$ cat config.mk
export PLATFORM = sky130hd
export DESIGN_NAME = execute_stage
export DESIGN_NICKNAME = d
export VERILOG_FILES = /design/src/rtl/execute_stage_pkg.sv /design/src/rtl/execute_stage_alu_control.sv /design/src/rtl/execute_stage.sv
export SDC_FILE = /design/constraint.sdc
export NUM_CORES = 1
export LEC_CHECK = 0
export ABC_AREA = 1
export CAP_MARGIN = 30
export CORE_ASPECT_RATIO = 0.6
export CORE_MARGIN = 8
export CORE_UTILIZATION = 48
export DETAILED_ROUTE_END_ITERATION = 7
export PLACE_DENSITY = 0.79
export SLEW_MARGIN = 10
export SYNTH_ARGS = -nofsm -noshare
export SYNTH_HDL_FRONTEND = slang
export SYNTH_SLANG_ARGS = --single-unit
$ cat constraint.sdc
create_clock -name clk -period 3.1 [get_ports clk]
set_input_delay 0.62 -clock clk [delete_from_list [all_inputs] [get_ports clk]]
set_output_delay 0.62 -clock clk [all_outputs]
set_load 0.1 [all_outputs]
$ cat src/rtl/execute_stage_pkg.sv
// Shared definitions for the EX stage: word size, ALUOp and funct encodings, ALU control codes.
// Definitions common to every configuration; EXEC_OVERFLOW_EN is consumed in execute_stage.
package execute_stage_pkg;

  localparam int WORD = 32;
  localparam int REGADDR_W = 5;

  typedef enum logic [1:0] {
    ALUOP_ADD   = 2'b00,
    ALUOP_SUB   = 2'b01,
    ALUOP_RTYPE = 2'b10,
    ALUOP_RSVD  = 2'b11
  } aluop_e;

  localparam logic [5:0] FUNCT_ADD = 6'b100000;
  localparam logic [5:0] FUNCT_SUB = 6'b100010;
  localparam logic [5:0] FUNCT_AND = 6'b100100;
  localparam logic [5:0] FUNCT_OR  = 6'b100101;
  localparam logic [5:0] FUNCT_SLT = 6'b101010;

  typedef enum logic [3:0] {
    ALU_AND = 4'b0000,
    ALU_OR  = 4'b0001,
    ALU_ADD = 4'b0010,
    ALU_SUB = 4'b0110,
    ALU_SLT = 4'b0111
  } aluctl_e;

endpackage

$ cat src/rtl/execute_stage_alu_control.sv
// Combinational ALU-control decode: maps ALUOp and the R-type funct field to a 4-bit ALU code.
// Reserved ALUOp and unknown funct values both fall back to ADD.
module alu_control
  import execute_stage_pkg::*;
(
  input  logic [1:0] i_aluOp,
  input  logic [5:0] i_funct,
  output aluctl_e    o_aluCtl
);

  always_comb begin
    o_aluCtl = ALU_ADD;
    case (i_aluOp)
      ALUOP_SUB:   o_aluCtl = ALU_SUB;
      ALUOP_RTYPE: begin
        case (i_funct)
          FUNCT_SUB: o_aluCtl = ALU_SUB;
          FUNCT_AND: o_aluCtl = ALU_AND;
          FUNCT_OR:  o_aluCtl = ALU_OR;
          FUNCT_SLT: o_aluCtl = ALU_SLT;
          default:   o_aluCtl = ALU_ADD;
        endcase
      end
      default:     o_aluCtl = ALU_ADD;
    endcase
  end

endmodule

$ cat src/rtl/execute_stage.sv
// Pipeline EX stage: ALU, branch-target adder, destination select and the EX/MEM buffer.
// Optional macro EXEC_OVERFLOW_EN adds the Ovf output and writeback suppression on R-type overflow.
module execute_stage
  import execute_stage_pkg::*;
#(
  parameter int WIDTH   = WORD,
  parameter int REGADDR = REGADDR_W
) (
  input  logic               clk,
  input  logic               reset,
  input  logic               stall,
  input  logic               flush,
  input  logic [WIDTH-1:0]   nPC,
  input  logic [WIDTH-1:0]   A,
  input  logic [WIDTH-1:0]   B,
  input  logic [WIDTH-1:0]   SE,
  input  logic [REGADDR-1:0] RT,
  input  logic [REGADDR-1:0] RD,
  input  logic [1:0]         ALUOp,
  input  logic               ALUSrc,
  input  logic               Branch,
  input  logic               MemRead,
  input  logic               MemWrite,
  input  logic               MemtoReg,
  input  logic               RegWrite,
  input  logic               RegDst,
  output logic [WIDTH-1:0]   BTarget,
  output logic               Zero,
  output logic [WIDTH-1:0]   ALUResult,
  output logic [WIDTH-1:0]   WriteData,
  output logic [REGADDR-1:0] WriteReg,
  output logic               Branch_out,
  output logic               MemRead_out,
  output logic               MemWrite_out,
  output logic               MemtoReg_out,
`ifdef EXEC_OVERFLOW_EN
  output logic               Ovf,
`endif
  output logic               RegWrite_out
);

  aluctl_e            w_aluCtl;
  logic [WIDTH-1:0]   w_opB;
  logic [WIDTH-1:0]   w_sum;
  logic [WIDTH-1:0]   w_diff;
  logic [WIDTH-1:0]   w_aluResult;
  logic [WIDTH-1:0]   w_bTarget;
  logic [REGADDR-1:0] w_writeReg;
  logic               w_ovf;
  logic               w_regWrite;

  logic [WIDTH-1:0]   r_bTarget;
  logic               r_zero;
  logic [WIDTH-1:0]   r_aluResult;
  logic [WIDTH-1:0]   r_writeData;
  logic [REGADDR-1:0] r_writeReg;
  logic               r_branch;
  logic               r_memRead;
  logic               r_memWrite;
  logic               r_memtoReg;
  logic               r_regWrite;
  logic               r_ovf;

  alu_control u_aluControl (
    .i_aluOp  (ALUOp),
    .i_funct  (SE[5:0]),
    .o_aluCtl (w_aluCtl)
  );

  always_comb begin
    w_opB       = ALUSrc ? SE : B;
    w_sum       = A + w_opB;
    w_diff      = A - w_opB;
    w_bTarget   = nPC + (SE << 2);
    w_writeReg  = RegDst ? RD : RT;
    w_aluResult = w_sum;
    case (w_aluCtl)
      ALU_SUB: w_aluResult = w_diff;
      ALU_AND: w_aluResult = A & w_opB;
      ALU_OR:  w_aluResult = A | w_opB;
      ALU_SLT: w_aluResult = {{(WIDTH-1){1'b0}}, ($signed(A) < $signed(w_opB))};
      default: w_aluResult = w_sum;
    endcase
  end

  // Only R-type add/sub can trap; address and branch arithmetic wraps silently.
`ifdef EXEC_OVERFLOW_EN
  always_comb begin
    w_ovf = 1'b0;
    if (ALUOp == ALUOP_RTYPE) begin
      if (w_aluCtl == ALU_ADD)
        w_ovf = (A[WIDTH-1] == w_opB[WIDTH-1]) && (w_sum[WIDTH-1] != A[WIDTH-1]);
      else if (w_aluCtl == ALU_SUB)
        w_ovf = (A[WIDTH-1] != w_opB[WIDTH-1]) && (w_diff[WIDTH-1] != A[WIDTH-1]);
    end
    w_regWrite = RegWrite & ~w_ovf;
  end
`else
  always_comb begin
    w_ovf      = 1'b0;
    w_regWrite = RegWrite;
  end
`endif

  // EX/MEM buffer: reset and flush both insert an all-zero bubble, stall holds.
  always_ff @(posedge clk) begin
    if (reset || flush) begin
      r_bTarget   <= '0;
      r_zero      <= 1'b0;
      r_aluResult <= '0;
      r_writeData <= '0;
      r_writeReg  <= '0;
      r_branch    <= 1'b0;
      r_memRead   <= 1'b0;
      r_memWrite  <= 1'b0;
      r_memtoReg  <= 1'b0;
      r_regWrite  <= 1'b0;
      r_ovf       <= 1'b0;
    end else if (!stall) begin
      r_bTarget   <= w_bTarget;
      r_zero      <= (w_aluResult == '0);
      r_aluResult <= w_aluResult;
      r_writeData <= B;
      r_writeReg  <= w_writeReg;
      r_branch    <= Branch;
      r_memRead   <= MemRead;
      r_memWrite  <= MemWrite;
      r_memtoReg  <= MemtoReg;
      r_regWrite  <= w_regWrite;
      r_ovf       <= w_ovf;
    end
  end

  assign BTarget      = r_bTarget;
  assign Zero         = r_zero;
  assign ALUResult    = r_aluResult;
  assign WriteData    = r_writeData;
  assign WriteReg     = r_writeReg;
  assign Branch_out   = r_branch;
  assign MemRead_out  = r_memRead;
  assign MemWrite_out = r_memWrite;
  assign MemtoReg_out = r_memtoReg;
  assign RegWrite_out = r_regWrite;
`ifdef EXEC_OVERFLOW_EN
  assign Ovf          = r_ovf;
`else
  logic w_unusedOvf;
  assign w_unusedOvf  = r_ovf;
`endif

endmodule

# Word level (Yosys, flattened, before mapping)
# Cells that the tools add are included.
# Widths: inputs -> output; s select.
[word_totals] reg_bits=107 out_inout_bits=107 n_memories=0 wordCells=33 ramBits=0 inputBits=151 latchBits=0 mem_bits_ro=0
[op_classes] shift=0 div_mod_pow=0 n_eq_ne=9 order_cmp=1 reduce_logical=3 multipliers=0 add_sub_neg=3 bitwise=2 n_mux=5
[ops] operator="$pmux 32 s4" count=1
[ops] operator="$add 32x32->32" count=2
[ops] operator="$and 32x32->32" count=1
[ops] operator="$logic_not 32->1" count=1
[ops] operator="$lt 32x32->1" count=1
[ops] operator="$mux 32" count=1
[ops] operator="$or 32x32->32" count=1
[ops] operator="$sub 32x32->32" count=1
[ops] operator="$eq 6x6->1 const B" count=4
[ops] operator="$pmux 3 s4" count=1
[ops] operator="$eq 4x3->1 const B" count=2
[ops] operator="$pmux 4 s2" count=1
[ops] operator="$mux 5" count=1
[ops] operator="$eq 4x1->1 const B" count=1
[ops] operator="$logic_not 4->1" count=1
[ops] operator="$eq 2x1->1 const B" count=1
[ops] operator="$eq 2x2->1 const B" count=1
[ops] operator="$logic_or 1x1->1" count=1

# Depth between registers and ports, before layout
# Gate-level depths: netlist of run 1.
[logic_depth] depth_word=6 mapped_depth=26

# Hierarchy
# From an unflattened synthesis of run 1, not the netlist that was laid out.
[hier_totals] cells_unflattened=2234 area_unflattened_um2=12480.7
[by_module_without_submodules] mod="execute_stage" seq_area_each_um2=2142.1 instances=1 cells_each=2195 area_each_um2=12295.5
[by_module_without_submodules] mod="alu_control" seq_area_each_um2=0.0 instances=1 cells_each=39 area_each_um2=185.2

# Worst setup path after synthesis of run 1
# No wires, ideal clock.
[synth_timing] path_kind="input to register" startpoint="input port ALUSrc" endpoint="register r_zero, in the netlist Zero" setup_slack_ps=-187 required_ps=3033 t_arrival_ps=3221 path_buffers=2 setup_ps=67 cell_stages=22 cell_sequence="clkbuf_1 > clkbuf_1 > nand2_1 > o21ai_0 > inv_1 > ha_1 > fa_1 > nand3_1 > nand2_1 > nand2_1 > nand2_1 > nand2_1 > nand2_1 > a21oi_1 > nand2_1 > nand2_1 > o21ai_0 > nor2_1 > nand3_1 > nor2_1 > nand2_1 > a21oi_2"
[synth_via] elab_chain_len=4 word_cells_on_any_way=8 classes_between="add/sub (2); order compare (1); mux (2); bitwise (2); reduce/logical (1)"
[synth_lines] item="from (decl)" line="execute_stage.sv:20" source="input logic ALUSrc,"
[synth_lines] item="$mux 32 *" line="execute_stage.sv:71" source="w_opB = ALUSrc ? SE : B;"
[synth_lines] item="$add 32x32->32 (tied with other cells)" line="execute_stage.sv:72" source="w_sum = A + w_opB;"
[synth_lines] item="$pmux 32 s4 *" line="execute_stage.sv:77" source="case (w_aluCtl)"
[synth_lines] item="$logic_not 32->1 *" line="execute_stage.sv:121" source="r_zero <= (w_aluResult == '0);"
[synth_lines] item="to (signal assigned)" line="execute_stage.sv:121"
[synth_lines] item="to (decl)" line="execute_stage.sv:53" source="logic r_zero;"
# Every way passes the cells marked *; elsewhere a longest branch is shown, timed or not.
# A chain may end at the register's enable or synchronous reset.

# Worst setup path in the final report of run 1
# Same ends and word-level chain as after synthesis.

==> impl_metrics.yaml, run 1 <==
layout:
  diodes: 0
  multi_input_area_mm2: 0.009836
  fin_nets: 3053
  final_cell_count_no_fill: 3120
  fill_cells: 1925
  drive_gt1_frac: 0.3223
  area_growth_pct: 59.07
  regArea_mm2: 0.002142
clock_tree:
  cts_buffers: 9
  htree_levels: 3
  clkTransAtPathRegs_ns: 0.10
  cts.path.max_buffers: 2
  cts_tree: "built"
  cts.sinks: 107
  worstSkewPairLatency_ns: 0.40
  cts_root_buf: "clkbuf_16"
critical_path:
  path_cells: "buf_6 -> buf_4 -> nand2_1 -> o21ai_4 -> inv_2 -> ha_4 -> fa_2 -> inv_2 -> nand2_2 -> nand2_4 -> buf_4 -> xor2_1 -> nand2_1 -> nand4_1 -> nor2_1 -> nand3_1 -> nor2_4 -> nand3_2 -> nor2_2 -> nand2_1 -> a21oi_2"
  crit_required_ns: 3.43
  crit_family: "simple AND/OR/NAND/NOR gates"
  slowest_stage: "fa_2"
  max_stage_delay_ns: 0.38
  end_kind: "flip-flop"
  arrival_ns: 3.48
  critPathKind: "input pin to flip-flop"
  start_kind: "input pin"
  crit_fanout: 8
  cpMostUsedCell: "nand2_1"
  cp_num_buf_inv: 5
sta:
  layout_min_cycle_time_ns: 3.149
  relSlewSlack: 0.3193
  setup_ws_ns: -0.04936
  setup_viol: 1
  holdWs_ns: 0.4709
  max_slew.worst_pin.slew_ns: 1.021
  drv_slew: 0
  grt_setup_unrepaired: "true"
  fin_crit_sh: 1.016
  clock_skew_ns: 0
  fmax_ghz: 0.3175
  fin_setup_tns_ns: -0.04936
  finalHoldViolCount: 0
synthesis:
  ys.flop_type: "dfxtp_1"
  synthArstFlopShare: 0
  yosys_warnings: 0
  ys_seq_elements: 107
  synthMuxAreaShare: 0.004517
  synthXorXnorAreaFrac: 0.01897
  syn_avg_cell_area_um2: 5.795
  synth_area_mm2: 0.01246
  synthSimpleGateAreaFrac: 0.3616
  yosysSeqAreaShare: 0.1719
  synth_fa_ha_area_frac: 0.1413
  synth_compound_area_frac: 0.1519
  synth_top_family_by_area: "simple AND/OR/NAND/NOR gates"
  synth-edff-count: 0
  syn_nets: 2441
  ys_types: 47
  netlist_instances: 2151
  synth_top_area_frac: 0.1738
  synth.largest_area_cell: "nand2_1"
  synth.area.top_cells: "nand2_1, dfxtp_1, ha_1"
status:
  violations: "negative setup slack"
  status: "finished with violations"
route:
  dr.pass1.iters: 7
  routed_wirelength_um: 60630
  dr_wl_met2_um: 26310
  top_layer: "met5"
  vias: 16833
  drc_errors: 0
  wire_per_inst_um: 19.43
  drt_iter0_markers: 1847
  wl_met3_um: 6764
  ant_nets: 0
  vias_per_cell: 5.395
  met1_length_um: 25470
floorplanning:
  fp-row-count: 45
  num_io_pins: 258
  core-area_mm2: 0.02539
  die_area_mm2: 0.03155
  die_w_um: 224.0
  start_util: 0.4909
  dieHeight_um: 140.8
placement:
  dp_worst_setup_slack_ns: -0.9781
  hpwl_um: 48050
  port_buffers: 257
  placed_cells: 3074
  gp_congestion: 1.010
power:
  ir_drop_v: 0.0002776
  power.density_mw_per_mm2: 359.4
  power_leakage_nw: 10.53
grt:
  grt_max_degree: 98
  grt_pass1_vias: 15577
  grt_pass1_wl_um: 87220
  antenna_found_initial: 3
  track_usage: 0.3498
  gr-total-overflow: 0
hold_path:
  hold_class: "flip-flop to flip-flop"
run:
  maxCapViolations: 0
==> registers in the layout (all words and copies together) (netlist names) <==
name          flops
ALUResult        32
BTarget          32
Branch_out        1
MemRead_out       1
MemWrite_out      1
MemtoReg_out      1
RegWrite_out      1
WriteData        32
WriteReg          5
Zero              1
==> cell type report <==
class | instances | share of cell area
sequential | 107 | 0.1080
multi-input combinational | 1578 | 0.4961
timing repair buffer | 665 | 0.2816
tap | 352 | 0.02221
clock inverter | 7 | 0.004291
inverter | 402 | 0.07642
clock buffer | 9 | 0.01136
==> power by group <==
part / switching (mW) / internal (mW)
clock network: 0.709 / 0.578
registers: 0.0362 / 1.44
logic: 2.61 / 1.76
==> routing by layer <==
metal  global-route usage  vias up
met5                    0        -
met3              0.08451      158
li1                     -     7964
met2               0.5456      981
met4              0.09358        6
met1               0.4758     7724
==> worst min-delay path, stage by stage (launching register included) <==
cell	delay [ns]
dfxtp_1	0.32
nand2_1	0.06
a21oi_1	0.06
==> cell families after synthesis <==
kind of cell | Yosys count
compound gates | 348
xor+xnor | 27
fa+ha+maj | 139
buf+inv | 466
flops | 107
mux | 5
simple gates | 1059
==> cells in the final DEF (no fill, tap or decap), types with 12 or more instances in the layout <==
cell type          n
nor2_2            40
buf_12            12
xor2_1            17
nor2_1           188
inv_1            366
ha_2              13
nand2_4           15
inv_2             34
nor3_2            14
o21ai_0           85
dfxtp_1          107
o21ai_2           17
a21oi_2           33
nand3_2           29
o211ai_1          14
a21oi_1          111
nand4_1           18
clkdlybuf4s50_1  132
nor3_1            14
nor2_4            28
nand2_2           68
ha_4              27
o21ai_1           27
nand2_1          516
dlymetal6s2s_1    14
nand3_1          112
ha_1              96
buf_4            495
==> worst paths after layout <==
check	to	startpoint	cells past startpoint	slack [ns]
max	Zero	ALUSrc	21	-0.05
min	MemtoReg_out	MemtoReg_out	2	0.47
max reg2reg	WriteData[1]	WriteData[1]	2	2.27
min reg2reg	MemtoReg_out	MemtoReg_out	2	0.47
==> through the flow <==
step | utilization | power (mW) | instance area, um^2
3_5_place_dp | 0.7019 | 5.230 | 17820
4_1_cts | 0.7269 | 6.598 | 18460
5_1_grt | 0.7808 | 7.422 | 19830
6_report | 0.7808 | 7.125 | 19830
2_1_floorplan | - | 3.520 | 12480
3_3_place_gp | 0.7019 | 5.169 | 17820
==> cell usage after synthesis (all sizes together), types with 5 or more instances <==
library cell	instances
a21oi	152
a31oi	8
mux2	5
nand3	143
clkbuf	35
nor2	256
xor2	17
dfxtp	107
xnor2	10
nor3	30
o211ai	14
nand2	599
nand4	19
a21o	6
inv	402
o21bai	13
buf	29
o22ai	10
ha	136
o21ai	136
==> what timing repair did <==
item,4_1_cts,5_1_grt
endpoints found under the setup margin,25,24
pin swaps,15,98
resized for setup,99,310
hold buffers,0,0
cloned,0,1
setup buffers,8,21
endpoints found under the hold margin,0,0
No activity file was read; power rests on OpenSTA's default activity.
==> run 2: changes to the inputs <==
--- a/config.mk
+++ b/config.mk
@@ -8,7 +8,6 @@
 export ABC_AREA = 1
 export CAP_MARGIN = 30
 export CORE_ASPECT_RATIO = 0.6
-export CORE_MARGIN = 8
 export CORE_UTILIZATION = 48
 export DETAILED_ROUTE_END_ITERATION = 7
 export PLACE_DENSITY = 0.79
==> impl_metrics.yaml, run 2 (synthesis results as in run 1) <==
power:
  power_leakage_nw: 10.96
  power.density_mw_per_mm2: 354.6
  p_total_mw: 7.245
  ir_drop_v: 0.0002867
grt:
  track_usage: 0.4148
  gr-total-overflow: 0
  grt_pass1_wl_um: 85550
  grt_pass1_vias: 15588
  grt_max_degree: 88
  antenna_found_initial: 2
sta:
  fmax_ghz: 0.3226
  setup_ws_ns: -0.0002136
  setup_viol: 1
  relSlewSlack: 0.3279
  grt_setup_unrepaired: "true"
  max_slew.worst_pin.slew_ns: 1.008
  drv_slew: 0
  fin_crit_sh: 1.000
  clock_skew_ns: 0
  finalHoldViolCount: 0
  layout_min_cycle_time_ns: 3.100
  fin_setup_tns_ns: -0.0002136
  holdWs_ns: 0.4695
status:
  violations: "negative setup slack"
  status: "finished with violations"
clock_tree:
  worstSkewPairLatency_ns: 0.39
  cts.sinks: 107
  cts_buffers: 9
  cts_root_buf: "clkbuf_16"
  htree_levels: 3
  cts.path.max_buffers: 2
  clkTransAtPathRegs_ns: 0.09
  cts_tree: "built"
floorplanning:
  fp-row-count: 45
  die_area_mm2: 0.02664
  dieHeight_um: 126.8
  die_w_um: 210.0
  num_io_pins: 258
  core-area_mm2: 0.02539
  start_util: 0.4909
layout:
  final_util: 0.8046
  final_cell_count_no_fill: 3146
  fill_cells: 1779
  area_growth_pct: 63.91
  fin_area_mm2: 0.02043
  drive_gt1_frac: 0.3482
  diodes: 0
  fin_nets: 3079
  layout_common_cells: "buf_4, nand2_1, inv_1, nor2_1, a21oi_1"
  final_common_cell: "buf_4"
hold_path:
  whs_path_depth: 2
  min_to: "BTarget[1]"
  hold_class: "flip-flop to flip-flop"
  hp-start: "BTarget[1]"
critical_path:
  start_kind: "input pin"
  crit_fanout: 7
  reg2reg_depth: 4
  regToRegStartpoint: "BTarget[4]"
  crit_required_ns: 3.43
  regToRegSetupSlack_ns: 2.18
  end_kind: "flip-flop"
  critPathKind: "input pin to flip-flop"
  arrival_ns: 3.43
  r2r-end: "BTarget[4]"
route:
  drc_errors: 0
  vias_per_cell: 5.526
  ant_nets: 0
  dr.pass1.iters: 7
  routed_wirelength_um: 61040
  vias: 17384
  drt_iter0_markers: 2249
  wire_per_inst_um: 19.40
placement:
  port_buffers: 257
  hpwl_um: 45500
  placed_area_mm2: 0.01775
  placed_cells: 3068
  dp_worst_setup_slack_ns: -0.9646
  gp_congestion: 1.050
run:
  maxCapViolations: 0
## run 2: power by group
group          switching, mW  internal [mW]
Clock                  0.712          0.579
Sequential            0.0381           1.44
Combinational           2.69           1.79
## run 2: how the worst max path moves through the flow
stage,startpoint,to,slack (ns),cells after the start
finish,B[20],Zero,-0.0002,21
global placement,B[0],Zero,-0.93,21
global route,ALUSrc,Zero,-0.11,25
detailed placement,B[9],Zero,-0.96,19
floorplan,ALUSrc,Zero,0.01,22
CTS,B[17],Zero,0.0005,19
## run 2: worst max-delay path, cell delays in order
cell and delay [ns]:
clkdlybuf4s50_1 0.45, o21ai_2 0.15, buf_4 0.13, inv_2 0.04, ha_4 0.27, buf_4 0.16
nor2_4 0.14, inv_4 0.07, nor2_2 0.11, inv_2 0.09, nor3_4 0.22, nand2_1 0.10
nand2_1 0.10, nand2_1 0.06, nand3_1 0.08, nand3_2 0.09, nor2_2 0.11, nand3_2 0.12
nor2_2 0.12, nand2_1 0.06, a21oi_2 0.13
## run 2: layer usage
metal  routed length, um  vias to the layer above  GRT usage  share of wire
met5                  27                        -          0        0.00044
met4                2867                        4     0.1383          0.047
met3                6790                      241    0.09582           0.11
met2               26170                     1136     0.6385           0.43
met1               25180                     7985     0.5686           0.41
li1                    -                     8018          -              -
## run 2: area by class of cell
type,count,area (um^2),area share
Timing Repair Buffer,691,5848,0.2862
Inverter,402,1521,0.07447
Sequential cell,107,2142,0.1048
Multi-Input combinational cell,1578,10180,0.4981
Tap cell,352,440.4,0.02156
Clock buffer,9,225.2,0.01102
Clock inverter,7,76.32,0.003736
## run 2: repair_timing
action	CTS	global route
setup buffers	12	48
resized for setup	173	359
gates cloned	0	2
setup endpoints to repair	22	20
pin swaps	43	132
hold buffers	0	0
==> run 3: changes to the inputs <==
--- a/config.mk
+++ b/config.mk
@@ -10,6 +10,7 @@
 export CORE_ASPECT_RATIO = 0.6
 export CORE_UTILIZATION = 48
 export DETAILED_ROUTE_END_ITERATION = 7
+export HOLD_SLACK_MARGIN = 0.08
 export PLACE_DENSITY = 0.79
 export SLEW_MARGIN = 10
 export SYNTH_ARGS = -nofsm -noshare
==> results of run 3 <==
Final layout, timing and power as in run 2 (identical DEF).
==> RTL change, RTL diff (settings of run 3) <==
The package constant `WORD` goes from 32 to 48.
--- a/src/rtl/execute_stage_pkg.sv
+++ b/src/rtl/execute_stage_pkg.sv
@@ -2,7 +2,7 @@
 // Definitions common to every configuration; EXEC_OVERFLOW_EN is consumed in execute_stage.
 package execute_stage_pkg;
 
-  localparam int WORD = 32;
+  localparam int WORD = 48;
   localparam int REGADDR_W = 5;
 
   typedef enum logic [1:0] {
Interface: changed (7 resized); port bits go from 258 to 370. No check against the original RTL was run, so the function may have changed too.
==> RTL change against run 3 <==
  * The flow now stops in 5_1_grt
  * Area after synthesis increased by 59%
==> RTL change: results (changes against run 3) <==
run status=stopped before the end (was finished, violations left); grt ovf=78; Synth Net Count=4,037 (was 2,441); number of clock buffers inserted by TritonCTS=17 (was 9); Main synth FF type=sky130_fd_sc_hd__dfxtp_1 (unchanged); largest net degree at the start of global routing=124; Synth async-reset ratio=0 (unchanged); H-Tree Depth=4 (was 3); number of distinct library cell variants in the gate-level netlist after synthesis=46 (was 47); most frequent cells after synthesis=sky130_fd_sc_hd__nand2_1 (990), sky130_fd_sc_hd__inv_1 (659), sky130_fd_sc_hd__nor2_1 (499), sky130_fd_sc_hd__a21oi_1 (277), sky130_fd_sc_hd__ha_1 (229) (was sky130_fd_sc_hd__nand2_1 (577), sky130_fd_sc_hd__inv_1 (386), sky130_fd_sc_hd__nor2_1 (236), sky130_fd_sc_hd__a21oi_1 (149), sky130_fd_sc_hd__nand3_1 (139)); detailed placement HPWL=87.5 mm (was 45.5 mm); number of register bits inferred by synthesis=155 (was 107); compound-cell area share of the yosys netlist=0.156 (was 0.152); xor and xnor fraction of the mapped netlist area=0.0163 (was 0.0190); maximum buffer depth of the clock tree=2 (unchanged); number of port buffers=369 (was 257); worst endpoint type=sequential cell input; Tot GR Track Use=0.749; stage at which the run stopped=5_1_grt; clock root buffer master=sky130_fd_sc_hd__clkbuf_16 (unchanged); count of yosys warnings during synthesis=0 (unchanged); first error in the log=[ERROR GRT-0232] Routing congestion too high. Check the congestion heatmap in the GUI.; global placer's final weighted congestion=1.12 (was 1.05); worst setup endpoint GRT=Zero$_SDFFE_PP0N_/D; placed cells=5,266 (was 3,068); gate count after technology mapping=3,590 (was 2,151); adder-cell area share of the yosys netlist=0.147 (was 0.141); fraction of the yosys area taken by sequential cells=0.156 (was 0.172); top cells by area in the synthesized netlist=sky130_fd_sc_hd__nand2_1 (19%), sky130_fd_sc_hd__dfxtp_1 (16%), sky130_fd_sc_hd__ha_1 (14%), sky130_fd_sc_hd__inv_1 (12%), sky130_fd_sc_hd__nor2_1 (9.4%) (was sky130_fd_sc_hd__nand2_1 (17%), sky130_fd_sc_hd__dfxtp_1 (17%), sky130_fd_sc_hd__ha_1 (14%), sky130_fd_sc_hd__inv_1 (12%), sky130_fd_sc_hd__nor2_1 (7.1%)); mux share of post-synthesis cell area=0.00283 (was 0.00452)
==> RTL change: changes by cell type after synthesis, sizes merged, moves of 10 or more <==
| cell | change |
|---|---|
| nand2 | +400 |
| inv | +270 |
| nor2 | +268 |
| a21oi | +129 |
| ha | +93 |
| o21ai | +70 |
| nand3 | +69 |
| dfxtp | +48 |
| nand4 | +29 |
| clkbuf | +23 |
| o211ai | +13 |
| o21bai | +10 |
| o22ai | -10 |
==> RTL change: per-layer routing <==
metal | GRT overflow | GRT usage
met1 | 4 | 0.805
met2 | 44 | 0.876
met3 | 6 | 0.609
met4 | 23 | 0.635
met5 | 1 | 0.392
==> RTL change: metrics by stage <==
step | setup WS, ns | utilization | cell area (um^2)
floorplan | 0.00794 | - | 19900
global placement | -1.41 | 0.741 | 30100
detailed placement | -1.52 | 0.741 | 30100
CTS | -0.188 | 0.822 | 33400
==> RTL change: what timing repair did <==
action	CTS
cloned	2
setup endpoints to repair	48
buffers inserted	63
pin swaps	142
resized for setup	623
